===== src/rtl/seq_divider.sv =====
// seq_divider: multi-cycle restoring divider, one quotient bit per clock.
// Produces quotient and remainder of a WIDTH-bit dividend A over divisor B.
// Optional feature macro: SEQ_DIVIDER_SIGNED_EN
//   defined   -> two's-complement signed division (truncating quotient,
//                remainder takes the sign of the dividend)
//   undefined -> unsigned division
// Divide by zero (either build): quotient all ones, remainder = A, div_zero = 1.
//
// Handshake: start is sampled only while the FSM is IDLE; A and B are
// captured on that same edge. busy is high while quotient bits are being
// computed (CALC). done is a one-cycle pulse, never coincident with busy,
// marking the cycle in which quotient/remainder/div_zero are freshly valid.
// A start raised during the done cycle is sampled on the following edge.
// start while not IDLE is ignored and the operands are not re-sampled.
module seq_divider #(
    parameter int WIDTH = 32
) (
    input  logic             clock,
    input  logic             clear,
    input  logic             start,
    input  logic [WIDTH-1:0] A,
    input  logic [WIDTH-1:0] B,
    output logic             busy,
    output logic             done,
    output logic [WIDTH-1:0] quotient,
    output logic [WIDTH-1:0] remainder,
    output logic             div_zero,
    output logic [1:0]       state_dbg
);

    localparam int CW = $clog2(WIDTH + 1);

    typedef enum logic [1:0] {
        IDLE = 2'd0,
        CALC = 2'd1,
        FIX  = 2'd2
    } state_t;

    state_t           state;
    logic [WIDTH-1:0] r;        // partial remainder
    logic [WIDTH-1:0] q;        // dividend shifting out / quotient shifting in
    logic [WIDTH-1:0] b_mag;    // divisor magnitude
    logic [WIDTH-1:0] a_raw;    // original dividend, returned on divide by zero
    logic [CW-1:0]    cnt;      // quotient bits still to produce
    logic             neg_q;    // quotient must be negated in FIX
    logic             neg_r;    // remainder must be negated in FIX
    logic             dz;       // divisor was zero

    logic [WIDTH-1:0] a_mag_c;
    logic [WIDTH-1:0] b_mag_c;
    logic             a_neg_c;
    logic             b_neg_c;
    logic [WIDTH:0]   r_sh;
    logic [WIDTH:0]   t;
    logic [WIDTH-1:0] q_fix;
    logic [WIDTH-1:0] r_fix;

    assign state_dbg = state;

    // Operand sign extraction and magnitude for the incoming operands
    always_comb begin
        a_neg_c = 1'b0;
        b_neg_c = 1'b0;
        a_mag_c = A;
        b_mag_c = B;
`ifdef SEQ_DIVIDER_SIGNED_EN
        a_neg_c = A[WIDTH-1];
        b_neg_c = B[WIDTH-1];
        if (a_neg_c) a_mag_c = -A;
        if (b_neg_c) b_mag_c = -B;
`endif
    end

    // One restoring step: shift {R,Q} left and trial-subtract at WIDTH+1 bits
    always_comb begin
        r_sh = {r, q[WIDTH-1]};
        t    = r_sh - {1'b0, b_mag};
    end

    // Sign correction applied to the magnitude results (flags are 0 unsigned)
    always_comb begin
        q_fix = neg_q ? -q : q;
        r_fix = neg_r ? -r : r;
    end

    // Divider FSM with registered handshake and result outputs
    always_ff @(posedge clock or negedge clear) begin
        if (!clear) begin
            state     <= IDLE;
            r         <= '0;
            q         <= '0;
            b_mag     <= '0;
            a_raw     <= '0;
            cnt       <= '0;
            neg_q     <= 1'b0;
            neg_r     <= 1'b0;
            dz        <= 1'b0;
            busy      <= 1'b0;
            done      <= 1'b0;
            quotient  <= '0;
            remainder <= '0;
            div_zero  <= 1'b0;
        end else begin
            done <= 1'b0;
            case (state)
                IDLE: begin
                    if (start) begin
                        a_raw <= A;
                        b_mag <= b_mag_c;
                        neg_q <= a_neg_c ^ b_neg_c;
                        neg_r <= a_neg_c;
                        r     <= '0;
                        q     <= a_mag_c;
                        cnt   <= CW'(WIDTH);
                        if (B == '0) begin
                            dz    <= 1'b1;
                            state <= FIX;
                        end else begin
                            dz    <= 1'b0;
                            busy  <= 1'b1;
                            state <= CALC;
                        end
                    end
                end
                CALC: begin
                    if (!t[WIDTH]) begin
                        r <= t[WIDTH-1:0];
                    end else begin
                        r <= r_sh[WIDTH-1:0];
                    end
                    q   <= {q[WIDTH-2:0], ~t[WIDTH]};
                    cnt <= cnt - CW'(1);
                    if (cnt == CW'(1)) begin
                        busy  <= 1'b0;
                        state <= FIX;
                    end
                end
                FIX: begin
                    if (dz) begin
                        quotient  <= '1;
                        remainder <= a_raw;
                        div_zero  <= 1'b1;
                    end else begin
                        quotient  <= q_fix;
                        remainder <= r_fix;
                        div_zero  <= 1'b0;
                    end
                    done  <= 1'b1;
                    state <= IDLE;
                end
                default: begin
                    busy  <= 1'b0;
                    state <= IDLE;
                end
            endcase
        end
    end

endmodule


===== config.mk =====
export PLATFORM = sky130hd
export DESIGN_NAME = seq_divider
export DESIGN_NICKNAME = d
export VERILOG_FILES = /design/src/rtl/seq_divider.sv
export SDC_FILE = /design/constraint.sdc
export NUM_CORES = 1
export LEC_CHECK = 0
export ABC_AREA = 1
export BUFFER_PORTS_ARGS = -buffer_cell sky130_fd_sc_hd__buf_2
export CORE_ASPECT_RATIO = 1.4
export CORE_UTILIZATION = 42
export CTS_CLUSTER_DIAMETER = 60
export CTS_CLUSTER_SIZE = 24
export DETAILED_ROUTE_END_ITERATION = 8
export SETUP_SLACK_MARGIN = 0.02
export SLEW_MARGIN = 10
export SYNTH_ARGS = -nofsm -noshare
export SYNTH_HDL_FRONTEND = slang
export SYNTH_SLANG_ARGS = --single-unit

===== constraint.sdc =====
create_clock -name clock -period 6.5 [get_ports clock]
set_clock_uncertainty 0.15 [all_clocks]
set_input_delay 0.975 -clock clock [delete_from_list [all_inputs] [get_ports clock]]
set_output_delay 0.975 -clock clock [all_outputs]
set_load 0.03 [all_outputs]

### Word level (Yosys, flattened, before mapping)

Cells that the tools add are included.

* reductions and logical operators: 7
* bitwise gates (word level): 2
* muxes and demuxes: 20
* add/sub/neg operators: 2
* equal/unequal tests: 6

Operator list (count)
* 32-bit 2-to-1 mux: 5
* 32-bit case mux with 2 select lines: 2
* 33-bit by 32-bit subtractor with 33-bit output: 1
* 32-bit zero test: 1
* 6-bit case mux with 2 select lines: 1
* 6-bit by 1-bit == test with 1-bit output, second input constant: 1
* 1-bit 2-to-1 mux: 6
* 2-bit 2-to-1 mux: 3
* 6-bit 2-to-1 mux: 1
* 2-bit != test, second input constant: 3
* 2-bit AND reduction: 3
* 6-bit by 1-bit subtractor with 6-bit output, second input constant: 1
* 2-bit case mux with 2 select lines: 1
* 4-bit AND reduction: 1
* 1-bit case mux with 3 select lines: 1
* 2-bit by 1-bit == test with 1-bit output, second input constant: 1
* 2-bit == test, second input constant: 1
* 2-bit zero test: 1
* 1-bit NOT: 2
* 2-bit nonzero test: 1

* word-level logic and storage cells: 49
* input bits: 67
* register bits: 204
* output and inout port bits: 69

### Logic depth before layout (Yosys ltp)

Gate-level depths: netlist of the first run.

* word-level depth: 4
* mapped depth: 19
* gate-level depth less buffers: 18

### Least setup slack after synthesis of the first run

No wires, ideal clock.

* kind: register to register
* start: register q[31]
* end: register r[10]
* library setup time: 0.117 ns
* setup slack: 4.144 ns
* period minus slack after synthesis: 2.356 ns
* required time: 6.233 ns
* arrival time: 2.088 ns
* stages on the path, launching flop included: 19
* path buffers: 2
* cell sequence: dfrtp_1 -> inv_1 -> ha_1 -> inv_1 -> fa_1 -> nand2_1 -> nand2_1 -> nand3_2 -> nand2_2 -> nand2_1 -> nand2_2 -> nand2_2 -> nand3_1 -> nand2_2 -> buf_6 -> buf_12 -> nand2_2 -> nand3_1 -> nand2_1

* longest elaborated chain between the ends: 3

RTL lines
* from (decl): RTL line 41 `logic [WIDTH-1:0] q;`
* from (signal assigned): RTL line 113 `q <= a_mag_c;`
* from (signal assigned): RTL line 131 `q <= {q[WIDTH-2:0], ~t[WIDTH]};`
* 33-bit by 32-bit subtractor with 33-bit output: RTL line 77 `t = r_sh - {1'b0, b_mag};`
* 32-bit 2-to-1 mux: RTL line 126 `if (!t[WIDTH]) begin`
* 32-bit case mux with 2 select lines: RTL line 105 `case (state)`
* to (signal assigned): RTL line 127 `r <= t[WIDTH-1:0];`
* to (signal assigned): RTL line 129 `r <= r_sh[WIDTH-1:0];`
* to (decl): RTL line 40 `logic [WIDTH-1:0] r;`

No other way between the ends.
A chain may end at the register's enable or synchronous reset.

### Worst setup path in the final report of the first run

* start: register q[31]
* end: register r[26]

Same word-level chain as after synthesis.

==> results of run 1 <==
## layout make-up
type / count / area, sq um
well taps: 319 / 399
repair buffers: 145 / 759
inverters: 227 / 852
fillers: 2563 / 13000
multi-input cells: 1003 / 4780
clock buffers: 17 / 425
flip-flops and latches: 204 / 5100
clock inverters: 8 / 124
## routing by layer
layer | GRT usage | wire length, um | share of wire
met1 | 0.272 | 12400 | 0.43
met2 | 0.416 | 14500 | 0.51
met3 | 0.0227 | 952 | 0.033
met4 | 0.0644 | 703 | 0.025
met5 | 0 | 0 | 0
## synth_stat cells
library cell,n
nand3b_1,4
inv_2,2
nand2_2,20
o41ai_1,1
ha_1,34
buf_12,1
and2_1,4
nor2_4,1
or2_1,1
buf_1,3
or2_2,1
nor4_1,8
o22ai_1,1
xnor2_1,14
a21o_1,2
o21bai_1,1
fa_1,1
xor2_1,1
nand2_1,534
buf_4,2
dfrtp_1,204
nand4_1,8
clkinv_1,1
nor2_1,114
a21oi_1,58
o221ai_1,31
nor3_1,6
nor2_2,2
o211ai_1,1
buf_6,2
buf_2,11
clkbuf_1,33
nand3_1,51
o21ai_0,99
nand3_2,1
inv_1,224
a21oi_2,2
mux2i_1,1
and3_1,1
## per-stage QoR
stage	std cells	area (sq um)	utilization	hold WS, ns
after floorplan	1486	11000	-	0.293
after global placement	1898	11900	0.467	0.304
after detailed placement	1898	11900	0.467	0.309
after CTS	1923	12400	0.489	0.332
after global routing	1923	12400	0.489	0.363
final	1923	12400	0.489	0.329
## flip-flops by register name, summed over array words and instances, names as in the netlist, 2 cells and up
register / count
quotient: 32
remainder: 32
q: 32
r: 32
state_dbg: 2
a_raw: 32
b_mag: 32
cnt: 6
## critical path: stages, from the launching register on
cell,delay (ns)
dfrtp_1,0.37
inv_1,0.16
ha_1,0.21
inv_1,0.08
fa_1,0.41
nand2_1,0.09
nand2_1,0.10
nand3_2,0.10
nand2_2,0.09
nand2_1,0.09
nand2_2,0.09
nand2_2,0.10
nand3_1,0.08
nand2_2,0.45
nand2_1,0.22
nand2_1,0.11
nand2_1,0.06
nand2_1,0.06
## cell families (layout without fill, tap and decap cells)
family,count (synthesis),in the layout,share of synthesized area
multiplexers,1,1,0.000913
buffers and inverters,279,397,0.100
adder cells (fa/ha/maj),35,35,0.0406
flip-flops,204,204,0.466
AND/OR/NAND/NOR,756,756,0.278
XOR/XNOR,15,15,0.0120
AO/OA/AOI/OAI,196,196,0.102
## final timing paths
check | startpoint | endpoint | slack [ns]
setup / recovery | q[31] | r[26] | 3.42
hold / removal | a_raw[19] | a_raw[19] | 0.33
setup reg to reg | q[31] | r[26] | 3.42
hold reg to reg | a_raw[19] | a_raw[19] | 0.33
max in group asynchronous | clear | r[14] | 4.42
min in group asynchronous | clear | div_zero | 0.41
==> results.json, run 1 <==
{
  "cts_resized": 0,
  "synth-seq-cells": 204,
  "grtUsageTotal": 0.222,
  "insertion_delay_ns": 0.50,
  "postCtsSetupBuffers": 0,
  "max_clock_freq_ghz": 0.324,
  "finalCriticalPeriod_ns": 3.08,
  "grt_pass1_wl_mm": 47.6,
  "fin_nets": 1699,
  "path_class": "flip-flop to flip-flop",
  "setup_violations": 0,
  "wl_mm": 28.6,
  "syn_area_sq_um": 11000,
  "r2r_cells": 17,
  "final_hold_viol_count": 0,
  "cp-end-kind": "flip-flop",
  "worstSetupStartpointType": "flip-flop",
  "die_w_um": 139,
  "overflow": 0,
  "via_per_inst": 4.92,
  "violations": "design-rule violations",
  "setup_tns_ns": 0,
  "fin_crit_sh": 0.474,
  "slew_headroom": 0.216,
  "synth-seq-area-share": 0.466,
  "cts_max_level": 1,
  "required_ns": 6.78,
  "critPathMaxFanout": 33,
  "synth_top_area_frac": 0.466,
  "cts_hold_buffers": 0,
  "cts_tree": "yes",
  "yosysWarnings": 0,
  "slew_violations": 0,
  "cts_root_buf": "clkbuf_16",
  "rows": 69,
  "grt_pass1_vias": 9378,
  "vias": 9466,
  "rsz0062_at_grt": "false",
  "dieHeight_um": 193,
  "cts.sinks": 204,
  "holdPathStages": 2,
  "die-area_sq_um": 26800,
  "status": "finished with violations",
  "synth_top_cell_by_area": "dfrtp_1",
  "place_hpwl_mm": 21.7,
  "layout_common_cells": "nand2_1, inv_1, dfrtp_1",
  "core_sq_um": 25500,
  "worst_pin_slew_ns": 1.18,
  "gp_congestion": 0.902,
  "avgSynthCellArea_sq_um": 7.38,
  "numPortBuffers": 135,
  "clk_pin_slew_ns": 0.09,
  "synthTopCellsByArea": "dfrtp_1, nand2_1, inv_1, o21ai_0, nor2_1",
  "drt_iter0_drc": 375,
  "antenna_found_initial": 0,
  "areaGrowthSynthToFinish_pct": 13.5,
  "hold_path_class": "flip-flop to flip-flop",
  "boundaryPins": 136,
  "post-place-ws_ns": 3.23,
  "grt_max_degree": 111,
  "drive_gt1_frac": 0.127,
  "wire_per_inst_um": 14.9,
  "crit_arrival_ns": 3.36,
  "synthCells": 1486,
  "initial_core_util": 0.430,
  "drcViolationCount": 30,
  "drt_first_pass_iters": 8,
  "antenna_left": 0,
  "maxCapViolations": 0,
  "clock_path_buffers": 3,
  "synth_cell_types": 39,
  "diodes": 0,
  "layout_commonest_cell": "nand2_1",
  "fin_ws_ns": 3.42,
  "cts_buffers": 16,
  "syn_nets": 1588
}
Power of run 1 is left out: the tool's default activity adds up to more than one toggle a clock period on the data nets, which glitch-free logic cannot reach.
==> inputs of run 2 (changes only) <==
--- a/config.mk
+++ b/config.mk
@@ -5,7 +5,7 @@
 export SDC_FILE = /design/constraint.sdc
 export NUM_CORES = 1
 export LEC_CHECK = 0
-export ABC_AREA = 1
+export ABC_AREA = 0
 export BUFFER_PORTS_ARGS = -buffer_cell sky130_fd_sc_hd__buf_2
 export CORE_ASPECT_RATIO = 1.4
 export CORE_UTILIZATION = 42
==> constraint.sdc (replaced) <==
create_clock -name clock -period 2.8 [get_ports clock]
set_clock_uncertainty 0.15 [all_clocks]
set_input_delay 0.42 -clock clock [delete_from_list [all_inputs] [get_ports clock]]
set_output_delay 0.42 -clock clock [all_outputs]
set_load 0.03 [all_outputs]
==> results.json, run 2 <==
{
  "hold-worst-slack_ns": 0.00922,
  "maxCapViolations": 0,
  "final_cells": 1718,
  "cts_tree": "yes",
  "cts_buffers": 15,
  "cp_cell_sequence": "inv_2, ha_4, inv_2, fa_2, a211o_1, a2111oi_4, o21ai_2, a21o_1, a21o_1, a211oi_4, buf_6, nor2_4, buf_12, mux2i_1, o21ai_1",
  "slew_violations": 0,
  "setup_violations": 33,
  "cts_max_level": 1,
  "grtUsageTotal": 0.227,
  "die_w_um": 133,
  "vias": 8790,
  "dieHeight_um": 186,
  "path_class": "flip-flop to flip-flop",
  "placed_cells": 1650,
  "grt_max_degree": 77,
  "rows": 66,
  "final_hold_viol_count": 0,
  "synthAdderAreaFrac": 0.0439,
  "r2r-end": "r[14]",
  "synth_mux_area_frac": 0.0582,
  "synth-seq-cells": 204,
  "crit_path_max_incr_delay_ns": 0.39,
  "r2r_cells": 15,
  "required_ns": 3.01,
  "cts_root_buf": "clkbuf_16",
  "wire_per_inst_um": 15.8,
  "synthFlopType": "dfrtp_1",
  "max_clock_freq_ghz": 0.302,
  "wl_mm": 27.2,
  "p_sw_frac": 0.446,
  "synth_compound_area_frac": 0.141,
  "clock_path_buffers": 3,
  "drt_iter0_drc": 499,
  "worstReg2RegStart": "q[31]",
  "hp-start": "B[25]",
  "post-route-cell-area_sq_um": 13200,
  "grt_pass1_vias": 8636,
  "syn_area_sq_um": 10100,
  "crit_slowest_cell": "dfrtp_1",
  "areaGrowthSynthToFinish_pct": 29.9,
  "rsz0062_at_grt": "true",
  "layout_common_cells": "nand2_1, dfrtp_1, buf_4",
  "via_per_inst": 5.12,
  "antenna_left": 0,
  "synth_top_cell_by_area": "dfrtp_1",
  "slew_headroom": 0.526,
  "fin_crit_sh": 1.18,
  "fin_ws_ns": -0.509,
  "cts.sinks": 204,
  "min_to": "b_mag[25]",
  "layout_commonest_cell": "nand2_1",
  "synth_xor_area_frac": 0.0242,
  "synth_cell_types": 55,
  "syn_nets": 1229,
  "core_sq_um": 23500,
  "p_sw_uw": 8310,
  "seq_power_share": 0.273,
  "yosysMostFrequentCell": "nand2_1",
  "synthCells": 1127,
  "die-area_sq_um": 24800,
  "worstSetupStartpointType": "flip-flop",
  "synthTopCellsByArea": "dfrtp_1, nand2_1, o21ai_0, mux2i_1, ha_1",
  "antenna_found_initial": 0,
  "crit_arrival_ns": 3.52,
  "fin_nets": 1506,
  "synth_top_area_frac": 0.503,
  "numPortBuffers": 135,
  "grt_pass1_wl_mm": 44.8,
  "initial_core_util": 0.432,
  "p_leak_uw": 0.00659,
  "boundaryPins": 136,
  "critPathMaxFanout": 16,
  "cp_top_family": "compound AO/OA/AOI/OAI gates",
  "async_reset_ff_frac": 1.00,
  "avgSynthCellArea_sq_um": 9.00,
  "diodes": 0,
  "gp_congestion": 0.895,
  "synth_edf_count": 0,
  "holdPathStages": 3,
  "power.share.clock": 0.120,
  "worst_pin_slew_ns": 0.710,
  "reg2reg_slack_ns": -0.51,
  "drive_gt1_frac": 0.244,
  "synthSimpleGateAreaFrac": 0.189,
  "crit_buf_inv": 4,
  "hold_path_class": "input port to flip-flop",
  "dpl_cell_area_sq_um": 12200,
  "peakVddDrop_v": 0.000816,
  "violations": "negative setup slack",
  "insertion_delay_ns": 0.50,
  "cp-end-kind": "flip-flop",
  "internal_power_uw": 10300,
  "synthTopCellsByCount": "nand2_1, dfrtp_1, o21ai_0",
  "place_hpwl_mm": 20.2,
  "synth_top_family_by_area": "simple AND/OR/NAND/NOR gates",
  "drcViolationCount": 0,
  "yosysWarnings": 0,
  "clk_pin_slew_ns": 0.09,
  "combPwrFrac": 0.607,
  "drt_first_pass_iters": 5,
  "synth-seq-area-share": 0.503,
  "status": "finished with violations",
  "p_per_area_nw_per_um2": 1420,
  "finalCriticalPeriod_ns": 3.31,
  "overflow": 0
}
run 2: repair_timing:
action | 4_1_cts | 5_1_grt
hold endpoints to repair | 95 | 0
setup buffers | 9 | 3
resized for setup | 13 | 12
hold buffers | 32 | 0
endpoints found under the setup margin | 33 | 33
pin swaps | 12 | 8
run 2: metrics by stage:
stage               power, uW   util  TNS (ns)  setup WS [ns]
detailed placement      15900  0.519    -18.52         -0.606
finish                  18700  0.562    -15.53         -0.509
CTS                     18500  0.559    -17.85         -0.574
global placement        15700  0.519    -14.96         -0.486
global route            20200  0.562    -20.21         -0.671
floorplan               11700      -    -15.80         -0.558
run 2: worst max path at each step:
stage,slack [ns],endpoint,cells after the start,start
2_1_floorplan,-0.56,r[0],14,q[31]
3_3_place_gp,-0.49,r[28],15,q[31]
5_1_grt,-0.67,r[15],15,q[31]
6_report,-0.51,r[14],15,q[31]
3_5_place_dp,-0.61,r[22],15,q[31]
4_1_cts,-0.57,r[9],15,q[31]
run 2: power by group through the flow:
stage / logic, uW / registers [uW] / clock network, uW
detailed placement: 10700 / 5150 / 0
floorplan: 6020 / 5700 / 0
global placement: 10600 / 5110 / 0
global route: 12500 / 5250 / 2420
CTS: 11100 / 5100 / 2310
finish: 11300 / 5090 / 2240
run 2: final cells by class:
| class | count | area [sq um] |
|---|---|---|
| clock buffers | 15 | 375 |
| clock inverters | 10 | 110 |
| fillers | 2171 | 10300 |
| inverters | 43 | 161 |
| multi-input cells | 820 | 4770 |
| flip-flops and latches | 204 | 5110 |
| well taps | 306 | 383 |
| repair buffers | 320 | 2270 |
run 2: logic make-up after synthesis:
group / after synthesis
compound gates: 240
xor+xnor: 28
fa+ha+maj: 35
buf+inv: 103
flops: 204
mux: 59
simple gates: 458
run 2: worst min-delay path: cells and delay by family:
kind,cells,cell delay (ns)
AO/OA/AOI/OAI,1,0.06
AND/OR/NAND/NOR,1,0.05
buffers and inverters,1,0.09
run 2: metal layers:
| metal | global-route usage | wire, um | up-vias |
|---|---|---|---|
| li1 | - | - | 4375 |
| met1 | 0.309 | 12600 | 4233 |
| met2 | 0.390 | 13300 | 157 |
| met3 | 0.0185 | 843 | 25 |
| met4 | 0.0559 | 440 | 0 |
| met5 | 0 | 0 | - |
Note: power is estimated with default switching activity, not from simulation.
